File: src/rtl/ram_mfc_responder_pkg.sv
// Shared definitions for the MFA/MFC memory responder: SPARC op3 codes,
// FSM state encoding, access-size classification and default timing.
package ram_mfc_responder_pkg;

  // SPARC op3 encodings understood by the responder.
  localparam logic [5:0] OP_LD   = 6'b000000;
  localparam logic [5:0] OP_LDUB = 6'b000001;
  localparam logic [5:0] OP_LDUH = 6'b000010;
  localparam logic [5:0] OP_ST   = 6'b000100;
  localparam logic [5:0] OP_STB  = 6'b000101;
  localparam logic [5:0] OP_STH  = 6'b000110;
  localparam logic [5:0] OP_LDSB = 6'b001001;
  localparam logic [5:0] OP_LDSH = 6'b001010;

  localparam int DEFAULT_WAIT_STATES = 2;
  // Wide enough for the full 0..15 wait-state range.
  localparam int CNT_W = 4;

  typedef enum logic [1:0] {
    S_IDLE = 2'd0,
    S_WAIT = 2'd1,
    S_DONE = 2'd2
  } state_e;

  typedef enum logic [1:0] {
    SZ_NONE = 2'd0,
    SZ_BYTE = 2'd1,
    SZ_HALF = 2'd2,
    SZ_WORD = 2'd3
  } size_e;

endpackage

File: src/rtl/ram_mfc_responder_mem_lane_align.sv
// Combinational byte-lane steering for a big-endian 32-bit word memory:
// extracts and sign/zero-extends load data, replicates store data onto the
// addressed lanes and flags misaligned halfword/word accesses.
module mem_lane_align
  import ram_mfc_responder_pkg::*;
(
  input  logic [5:0]  op_i,
  input  logic [1:0]  offs_i,
  input  logic [31:0] wdata_i,
  input  logic [31:0] rword_i,
  output logic        misaligned_o,
  output logic [31:0] load_data_o,
  output logic [31:0] store_data_o,
  output logic [3:0]  store_be_o
);

  size_e       size;
  logic        is_load;
  logic        is_store;
  logic        is_signed;
  logic [7:0]  byte_sel;
  logic [15:0] half_sel;

  // Classify the op into direction, width and signedness.
  always_comb begin
    // NOTE: every signal driven here gets a default first so no path can
    // leave it unassigned, which would otherwise infer a latch.
    size      = SZ_NONE;
    is_load   = 1'b0;
    is_store  = 1'b0;
    is_signed = 1'b0;
    case (op_i)
      OP_LD:   begin is_load  = 1'b1; size = SZ_WORD; end
      OP_LDUB: begin is_load  = 1'b1; size = SZ_BYTE; end
      OP_LDUH: begin is_load  = 1'b1; size = SZ_HALF; end
      OP_LDSB: begin is_load  = 1'b1; size = SZ_BYTE; is_signed = 1'b1; end
      OP_LDSH: begin is_load  = 1'b1; size = SZ_HALF; is_signed = 1'b1; end
      OP_ST:   begin is_store = 1'b1; size = SZ_WORD; end
      OP_STB:  begin is_store = 1'b1; size = SZ_BYTE; end
      OP_STH:  begin is_store = 1'b1; size = SZ_HALF; end
      default: ;
    endcase
  end

  // Big-endian: byte offset 0 lives in bits 31:24, so lane = ~offset.
  assign byte_sel = rword_i[{~offs_i, 3'b000} +: 8];
  assign half_sel = offs_i[1] ? rword_i[15:0] : rword_i[31:16];

  assign misaligned_o = ((size == SZ_HALF) && offs_i[0]) ||
                        ((size == SZ_WORD) && (offs_i != 2'b00));

  // Build the load result and the store lane data/enables; a misaligned
  // access produces neither.
  always_comb begin
    load_data_o  = '0;
    store_data_o = '0;
    store_be_o   = '0;
    if (!misaligned_o) begin
      if (is_load) begin
        case (size)
          SZ_BYTE: load_data_o = is_signed ? {{24{byte_sel[7]}}, byte_sel}
                                           : {24'b0, byte_sel};
          SZ_HALF: load_data_o = is_signed ? {{16{half_sel[15]}}, half_sel}
                                           : {16'b0, half_sel};
          SZ_WORD: load_data_o = rword_i;
          default: ;
        endcase
      end
      if (is_store) begin
        case (size)
          SZ_BYTE: begin
            store_data_o = {4{wdata_i[7:0]}};
            store_be_o   = 4'b1000 >> offs_i;
          end
          SZ_HALF: begin
            store_data_o = {2{wdata_i[15:0]}};
            store_be_o   = offs_i[1] ? 4'b0011 : 4'b1100;
          end
          SZ_WORD: begin
            store_data_o = wdata_i;
            store_be_o   = 4'b1111;
          end
          default: ;
        endcase
      end
    end
  end

endmodule

File: src/rtl/ram_mfc_responder.sv
// Byte-addressed RAM behind a four-phase MFA/MFC handshake. A request is
// captured in IDLE, aged WAIT_STATES cycles, performed in one edge, then
// the result is held in DONE until the requester drops MFA.
module ram_mfc_responder
  import ram_mfc_responder_pkg::*;
#(
  parameter int WAIT_STATES = DEFAULT_WAIT_STATES,
  parameter int ADDR_W      = 9
) (
  input  logic              Clk,
  input  logic              Clr,
  input  logic              MFA,
  input  logic [5:0]        OP,
  input  logic [ADDR_W-1:0] Address,
  input  logic [31:0]       DataIn,
  output logic [31:0]       DataOut,
  output logic              MFC,
  output logic              MAE,
  output logic              Busy
);

  localparam int WORDS = 2 ** (ADDR_W - 2);

  state_e            state_q, state_d;
  logic [CNT_W-1:0]  cnt_q, cnt_d;
  logic [5:0]        op_q;
  logic [ADDR_W-1:0] addr_q;
  logic [31:0]       wdata_q;
  logic              mfc_q, mfc_d;
  logic              mae_q, mae_d;
  logic [31:0]       dout_q, dout_d;
  logic              cap_en;
  logic              access;

  logic [31:0]       mem [WORDS];
  logic [ADDR_W-3:0] widx;
  logic [31:0]       rword;
  logic              misaligned;
  logic [31:0]       load_data;
  logic [31:0]       store_data;
  logic [3:0]        store_be;

  // Word index drops the byte offset; its width makes the wrap implicit.
  assign widx  = addr_q[ADDR_W-1:2];
  assign rword = mem[widx];

  mem_lane_align u_lane (
    .op_i         (op_q),
    .offs_i       (addr_q[1:0]),
    .wdata_i      (wdata_q),
    .rword_i      (rword),
    .misaligned_o (misaligned),
    .load_data_o  (load_data),
    .store_data_o (store_data),
    .store_be_o   (store_be)
  );

  // State, wait counter, captured request and registered outputs.
  always_ff @(posedge Clk or negedge Clr) begin
    // NOTE: sequential state uses non-blocking assignments so every register
    // samples pre-edge values regardless of statement order.
    if (!Clr) begin
      state_q <= S_IDLE;
      cnt_q   <= '0;
      op_q    <= '0;
      addr_q  <= '0;
      wdata_q <= '0;
      mfc_q   <= 1'b0;
      mae_q   <= 1'b0;
      dout_q  <= '0;
    end else begin
      state_q <= state_d;
      cnt_q   <= cnt_d;
      mfc_q   <= mfc_d;
      mae_q   <= mae_d;
      dout_q  <= dout_d;
      if (cap_en) begin
        op_q    <= OP;
        addr_q  <= Address;
        wdata_q <= DataIn;
      end
    end
  end

  // Next-state: wait out the counter, then hold until MFA is released.
  always_comb begin
    state_d = state_q;
    case (state_q)
      S_IDLE:  if (MFA) state_d = S_WAIT;
      S_WAIT:  if (cnt_q == '0) state_d = S_DONE;
      S_DONE:  if (!MFA) state_d = S_IDLE;
      default: state_d = S_IDLE;
    endcase
  end

  // Per-state datapath: capture, count down, perform the access, release.
  always_comb begin
    cnt_d  = cnt_q;
    mfc_d  = mfc_q;
    mae_d  = mae_q;
    dout_d = dout_q;
    cap_en = 1'b0;
    access = 1'b0;
    case (state_q)
      S_IDLE: begin
        if (MFA) begin
          cap_en = 1'b1;
          cnt_d  = CNT_W'(WAIT_STATES);
        end
      end
      S_WAIT: begin
        if (cnt_q == '0) begin
          access = 1'b1;
          mfc_d  = 1'b1;
          mae_d  = misaligned;
          dout_d = load_data;
        end else begin
          cnt_d = cnt_q - 1'b1;
        end
      end
      S_DONE: begin
        if (!MFA) begin
          mfc_d = 1'b0;
          mae_d = 1'b0;
        end
      end
      default: ;
    endcase
  end

  // Store commit on the completing edge, only the enabled byte lanes.
  always_ff @(posedge Clk) begin
    // NOTE: the array has no reset; contents survive Clr by design, and a
    // reset mid-transaction returns to IDLE so access never fires.
    if (access) begin
      for (int b = 0; b < 4; b++) begin
        if (store_be[b]) mem[widx][8*b +: 8] <= store_data[8*b +: 8];
      end
    end
  end

  assign DataOut = dout_q;
  assign MFC     = mfc_q;
  assign MAE     = mae_q;
  assign Busy    = (state_q != S_IDLE);

endmodule

File: config.mk
export PLATFORM = sky130hd
export DESIGN_NAME = ram_mfc_responder
export DESIGN_NICKNAME = d
export VERILOG_FILES = /design/src/rtl/ram_mfc_responder_pkg.sv /design/src/rtl/ram_mfc_responder_mem_lane_align.sv /design/src/rtl/ram_mfc_responder.sv
export SDC_FILE = /design/constraint.sdc
export NUM_CORES = 2
export LEC_CHECK = 0
export ABC_AREA = 1
export BUFFER_PORTS_ARGS = -buffer_cell sky130_fd_sc_hd__buf_2
export CORE_MARGIN = 3
export CORE_UTILIZATION = 35
export DETAILED_ROUTE_END_ITERATION = 7
export MAX_ROUTING_LAYER = met4
export PLACE_DENSITY_LB_ADDON = 0.2
export SLEW_MARGIN = 15
export SYNTH_ARGS = -nofsm -noshare
export SYNTH_HDL_FRONTEND = slang
export SYNTH_SLANG_ARGS = --single-unit
File: constraint.sdc
create_clock -name Clk -period 4.6 [get_ports Clk]
set_input_delay 0.23 -clock Clk [delete_from_list [all_inputs] [get_ports Clk]]
set_output_delay 0.23 -clock Clk [all_outputs]
set_load 0.05 [all_outputs]
### Word-level counts from Yosys, hierarchy flattened

Memories as Yosys holds them, arrays and structs flattened.
Index checks and enable logic that the tools add are counted.
W data, S select, Z words.

* bits in registers: 87
* RAM bits: 4096
* word-level logic and storage cells: 94
* memories: 1

Memories
* mem: depth 128, width 32, read ports 1, clocked after Yosys merged registers in 0, write ports 1, line ram_mfc_responder.sv:35 `logic [31:0] mem [WORDS];`

* add/subtract/negate cells: 1
* eq/ne operators: 16
* shift-type cells: 2
* multiplexer cells: 45
* bitwise logic cells: 1
* reduce and logical (&&, ||, !) cells: 20

Operator list (number)
* $mux W32: 6
* $pmux W32 S3: 2
* $shiftx A32 B6 Y8: 1
* $mux W1: 22
* $mux W4: 5
* $eq A6 B3 Y1 const B: 3
* $mux W16: 1
* $eq A6 B4 Y1 const B: 2
* $pmux W2 S3: 2
* $pmux W4 S3: 1
* $reduce_and A3 Y1: 3
* $reduce_or A3 Y1: 3
* $ne A2 B2 Y1 const B: 4
* $pmux W4 S2: 1
* $reduce_bool A2 Y1: 4
* $eq A2 B2 Y1 const B: 3
* $eq A6 B1 Y1 const B: 1
* $eq A6 B2 Y1 const B: 1
* $logic_not A6 Y1: 1
* $mux W2: 3
* $reduce_or A5 Y1: 1
* $eq A2 B1 Y1 const B: 2
* $logic_not A4 Y1: 1
* $pmux W1 S2: 2
* 8 further kinds: 10

### Depth between registers and ports, before layout

* depth in word-level cells: 10
* depth in mapped cells: 23
* depth with buffers taken out: 19

### By module

A second synthesis with hierarchy kept.

* cells, all modules: 18350
* area, all modules: 180286.7 um^2

By module, submodules not included
* ram_mfc_responder: times used 1, cells each 17941, area each 178507.5 um^2, sequential area each 125175.1 um^2
* mem_lane_align: times used 1, cells each 409, area each 1779.2 um^2, sequential area each 0.0 um^2

### Worst setup path after synthesis

Ideal clock, no wire load.

* path type: flip-flop to flip-flop
* start: register op_q[3]
* end: memory mem[0][21], data pin
* library setup time: 797 ps
* arrival time: 4340 ps
* required time: 3803 ps
* slack: -537 ps
* stages on the path, launching flop included: 9
* cell sequence: dfrtp_1 -> nor2_1 -> and3_1 -> buf_2 -> nand2_1 -> o21a_1 -> nand4_1 -> clkbuf_1 -> nor2_1

* longest elaborated chain between the ends: 7
* elaborated cells between the ends (all ways): 23
* those cells by class: 10 x eq/ne; 5 x mux; 8 x reduce/logical

Ends and longest elaborated chain
* from (decl): line ram_mfc_responder.sv:26 `logic [5:0] op_q;`
* from (signal assigned): line ram_mfc_responder.sv:65 `op_q <= '0;`
* from (signal assigned): line ram_mfc_responder.sv:78 `op_q <= OP;`
* $eq A6 B2 Y1 (tied with other cells): line ram_mfc_responder_mem_lane_align.sv:32 `case (op_i)`
* $reduce_or A3 Y1 (no source line) or $reduce_or A2 Y1 (tied branches)
* $pmux W2 S3: line ram_mfc_responder_mem_lane_align.sv:32
* $eq A2 B2 Y1 (tied with other cells): line ram_mfc_responder_mem_lane_align.sv:50, ram_mfc_responder_mem_lane_align.sv:70
* $pmux W32 S3 (tied with other cells): line ram_mfc_responder_mem_lane_align.sv:70 `case (size)`
* $mux W32 or $logic_or A1 B1 Y1 (tied branches): line ram_mfc_responder_mem_lane_align.sv:69, ram_mfc_responder_mem_lane_align.sv:49
* $mux W32 *: line ram_mfc_responder_mem_lane_align.sv:58 `if (!misaligned_o) begin`
* named net store_data[21]: line ram_mfc_responder.sv:40 `logic [31:0] store_data;`
* to (decl): line ram_mfc_responder.sv:35

Mark *: on every way through the listed nets, which the timed path passes. The rest lies on a longest branch.

### Worst setup path in the final report

* start: register addr_q[2]
* end: register dout_q[0], in the netlist DataOut[0]

* longest elaborated chain between the ends: 6
* elaborated cells between the ends (all ways): 8
* those cells by class: 1 x shift; 6 x mux; 1 x memory

Ends and longest elaborated chain
* from (decl): line ram_mfc_responder.sv:27 `logic [ADDR_W-1:0] addr_q;`
* from (signal assigned): line ram_mfc_responder.sv:79 `addr_q <= Address;`
* $mem_v2 Z128 W32 *
* $shiftx A32 B6 Y8 or $mux W16 (tied branches): line ram_mfc_responder_mem_lane_align.sv:46, ram_mfc_responder_mem_lane_align.sv:47
* $mux W32 (on tied branches): line ram_mfc_responder_mem_lane_align.sv:61, ram_mfc_responder_mem_lane_align.sv:63
* $pmux W32 S3 *: line ram_mfc_responder_mem_lane_align.sv:60 `case (size)`
* $mux W32 *: line ram_mfc_responder_mem_lane_align.sv:59 `if (is_load) begin`
* $mux W32 *: line ram_mfc_responder_mem_lane_align.sv:58
* to (signal assigned): line ram_mfc_responder.sv:76 `dout_q <= dout_d;`
* to (decl): line ram_mfc_responder.sv:31 `logic [31:0] dout_q, dout_d;`

Mark *: on every way between the ends. The rest lies on a longest branch, timed or not.
A chain may end at the register's enable or synchronous reset.

==> flow_summary.toml <==
[grt]
overflow = 0
grt_pass1_vias = 107386
grt_use_met1 = 0.346
top_usage_layer = "met2"
grt_pass1_wl_um = 869000
antenna_found_initial = 43
grt_max_degree = 129
met2_usage = 0.381
grt_util_met3 = 0.0523
track_usage = 0.259

[pwr]
comb_power_share = 0.323
p_sw_frac = 0.377
max-vdd-ir-drop_mv = 0.650
p_per_area_mw_per_mm2 = 588
seq_power_share = 0.371
p_leak_nw = 71.1
clkPwrFrac = 0.305
internal_power_mw = 72.3
p_sw_mw = 43.7

[cts]
clk_latency_ns = 1.03
cts_tree = "built"
cts_resized = 0
cts_setup_buffers = 0
cts_buffers = 441
htreeDepth = 5
clock_path_buffers = 4
clock-root-buffer = "clkbuf_16"
path_clk_slew_ns = 0.06
cts_sinks = 4183

[hold_path]
hp-class = "in2reg"

[sta]
min_period_ns = 4.41
hold_viol_final = 0
setup_violations = 0
clock.fmax_mhz = 227
period_share = 0.958
worst_slack_ns = 0.192
worstMarginPinSlew_ns = 1.32
fin_skew_ns = 0.0808
rsz0062_at_grt = "no"
slew_headroom = 0.116
report.final.slew_viol_count = 0

[placed_design]
dp_cells = 20759
port_buffers = 84
place.gp.congestion = 0.929
dpl_cell_area_mm2 = 0.181
hpwl_um = 394000
dp_slack_ns = 0.307

[route]
vias = 114961
first_pass_iters = 7
post_drt_wl_per_cell_um = 28.8
ant_nets = 0
drt_iter0_drc = 15002
drc = 0
routed_via_density = 5.27
wl_um = 629000

[yosys]
synth_ff_type = "edfxtp_1"
syn_avg_cell_area_um2 = 11.8
syn-num-nets = 14195
syn_area_mm2 = 0.167
ys_ff_latch = 4183
synth_async_sr_flop_share = 0.0208
synth.distinct_cells = 46
synth_warnings = 0
synthTopCellsByArea = "edfxtp_1 (74%), nand2_1 (12%), nor2_1 (2.6%), a21oi_1 (1.8%), dfrtp_1 (1.3%)"
synth-edff-count = 4096
syn_inst = 14144
ys_seq_area_frac = 0.748
yosysTopAreaCell = "edfxtp_1"
synth_top_area_share = 0.735

[worst_setup_path]
cp.required_ns = 5.52
crit_arrival_ns = 5.32
crit_path_start_kind = "flip-flop"
cp_max_fo = 38
crit_type = "reg2reg"
end_kind = "flip-flop"

[status]
status = "finished clean"

[cells_and_area]
final_cells = 21813
fillers = 44738
mostFrequentLayoutCell = "nand2_1"
final_util = 0.415
final_net_count = 15039
area_growth_pct = 17.9
drive_gt1_frac = 0.115
multi_input_area_mm2 = 0.0375
regArea_mm2 = 0.125
final_area_mm2 = 0.197
mostFrequentLayoutCells = "nand2_1 (5520), edfxtp_1 (4096), nor2_1 (1086)"

[floorplan]
fp.dieH_um = 697
fp-row-count = 253
ios = 85
die_area_mm2 = 0.486
initial_core_util = 0.352
core-area_mm2 = 0.475
die_w_um = 697

[flow_run]
drv_cap = 0
-- path summary, 6_finish.rpt --
check,start,end,slack (ns),cells after the start
worst max-delay path,addr_q[2],DataOut[0],0.19,15
worst min-delay path,MFA,MFC,0.11,4
worst max register to register,addr_q[2],DataOut[0],0.19,15
worst min register to register,DataOut[7],DataOut[7],0.52,2
max in group asynchronous,Clr,wdata_q[6],3.80,4
min in group asynchronous,Clr,cnt_q[2],0.32,4
-- power groups by stage --
stage                     registers (mW)  logic, mW  clock network (mW)
after detailed placement            43.9       36.4                   0
final                               43.1       37.5                35.4
after CTS                           43.1       36.9                35.8
after floorplan                     44.0       19.1                   0
after global placement              43.9       36.4                   0
after global routing                43.1       39.7                37.3
-- critical path, stage by stage (launching register included) --
cell     delay (ns)
dfrtp_4        0.60
inv_8          0.39
nor2_4         0.22
buf_12         0.23
buf_12         0.19
buf_4          0.21
nand2_1        0.06
nand4_1        0.08
o21ai_0        0.33
nand2_1        0.09
nor2_1         0.39
nand3_1        0.31
o21ai_0        0.77
nand4_1        0.17
nand2_1        0.09
nand2_1        0.05
-- what timing repair did --
item | in CTS | in global routing
hold buffers | 161 | 0
hold endpoints to repair | 103 | 0
endpoints found under the setup margin | 0 | 0
-- cells in the mapped netlist, types with 4 or more instances --
cell and count:
a21oi_1 588, a221oi_1 16, a22o_1 4, a22oi_1 219
and2_0 5, and3_1 4, buf_1 90, buf_2 338
buf_4 29, buf_6 20, clkbuf_1 278, dfrtp_1 87
edfxtp_1 4096, inv_1 411, inv_2 5, nand2_1 5526
nand3_1 287, nand3b_1 27, nand4_1 317, nor2_1 1141
nor2_2 7, nor3_1 11, o211ai_1 12, o21a_1 22
o21ai_0 304, o21ai_1 138, or2_0 21, or2_1 41
or2_2 73
-- registers in the layout (all words and copies together), names as in the netlist --
register  cells
mem        4096
DataOut      32
wdata_q      32
addr_q        9
op_q          6
cnt_q         4
state_q       2
MAE           1
MFC           1
-- final cells by class --
class | instances | share of cell area
flip-flops and latches | 4183 | 0.635
multi-input cells | 8786 | 0.190
clock buffers | 543 | 0.0587
repair buffers | 1157 | 0.0538
well taps | 6375 | 0.0404
clock inverters | 277 | 0.0130
inverters | 419 | 0.00815
diodes | 73 | 0.000926
-- layer usage --
layer	part of all wire	wire length, um
met2	0.44	280000
met3	0.091	57000
met5	0	0
met1	0.41	261000
met4	0.050	31700
-- cell families after synthesis --
family,synth area share
adders and majority gates,0.0000748
and+or+nand+nor,0.178
AOI/OAI and AO/OA,0.0439
buffers and inverters,0.0304
DFF,0.748
-- per-stage QoR --
step / setup TNS (ns) / total power, mW / hold slack (ns)
CTS: 0 / 116 / 0.0179
global route: 0 / 120 / 0.130
finish: 0 / 116 / 0.109
floorplan: -2103.74 / 63.1 / -0.0656
global placement: -0.000782 / 80.3 / 0.375
detailed placement: 0 / 80.3 / 0.380
(Power assumes the default switching activity.)
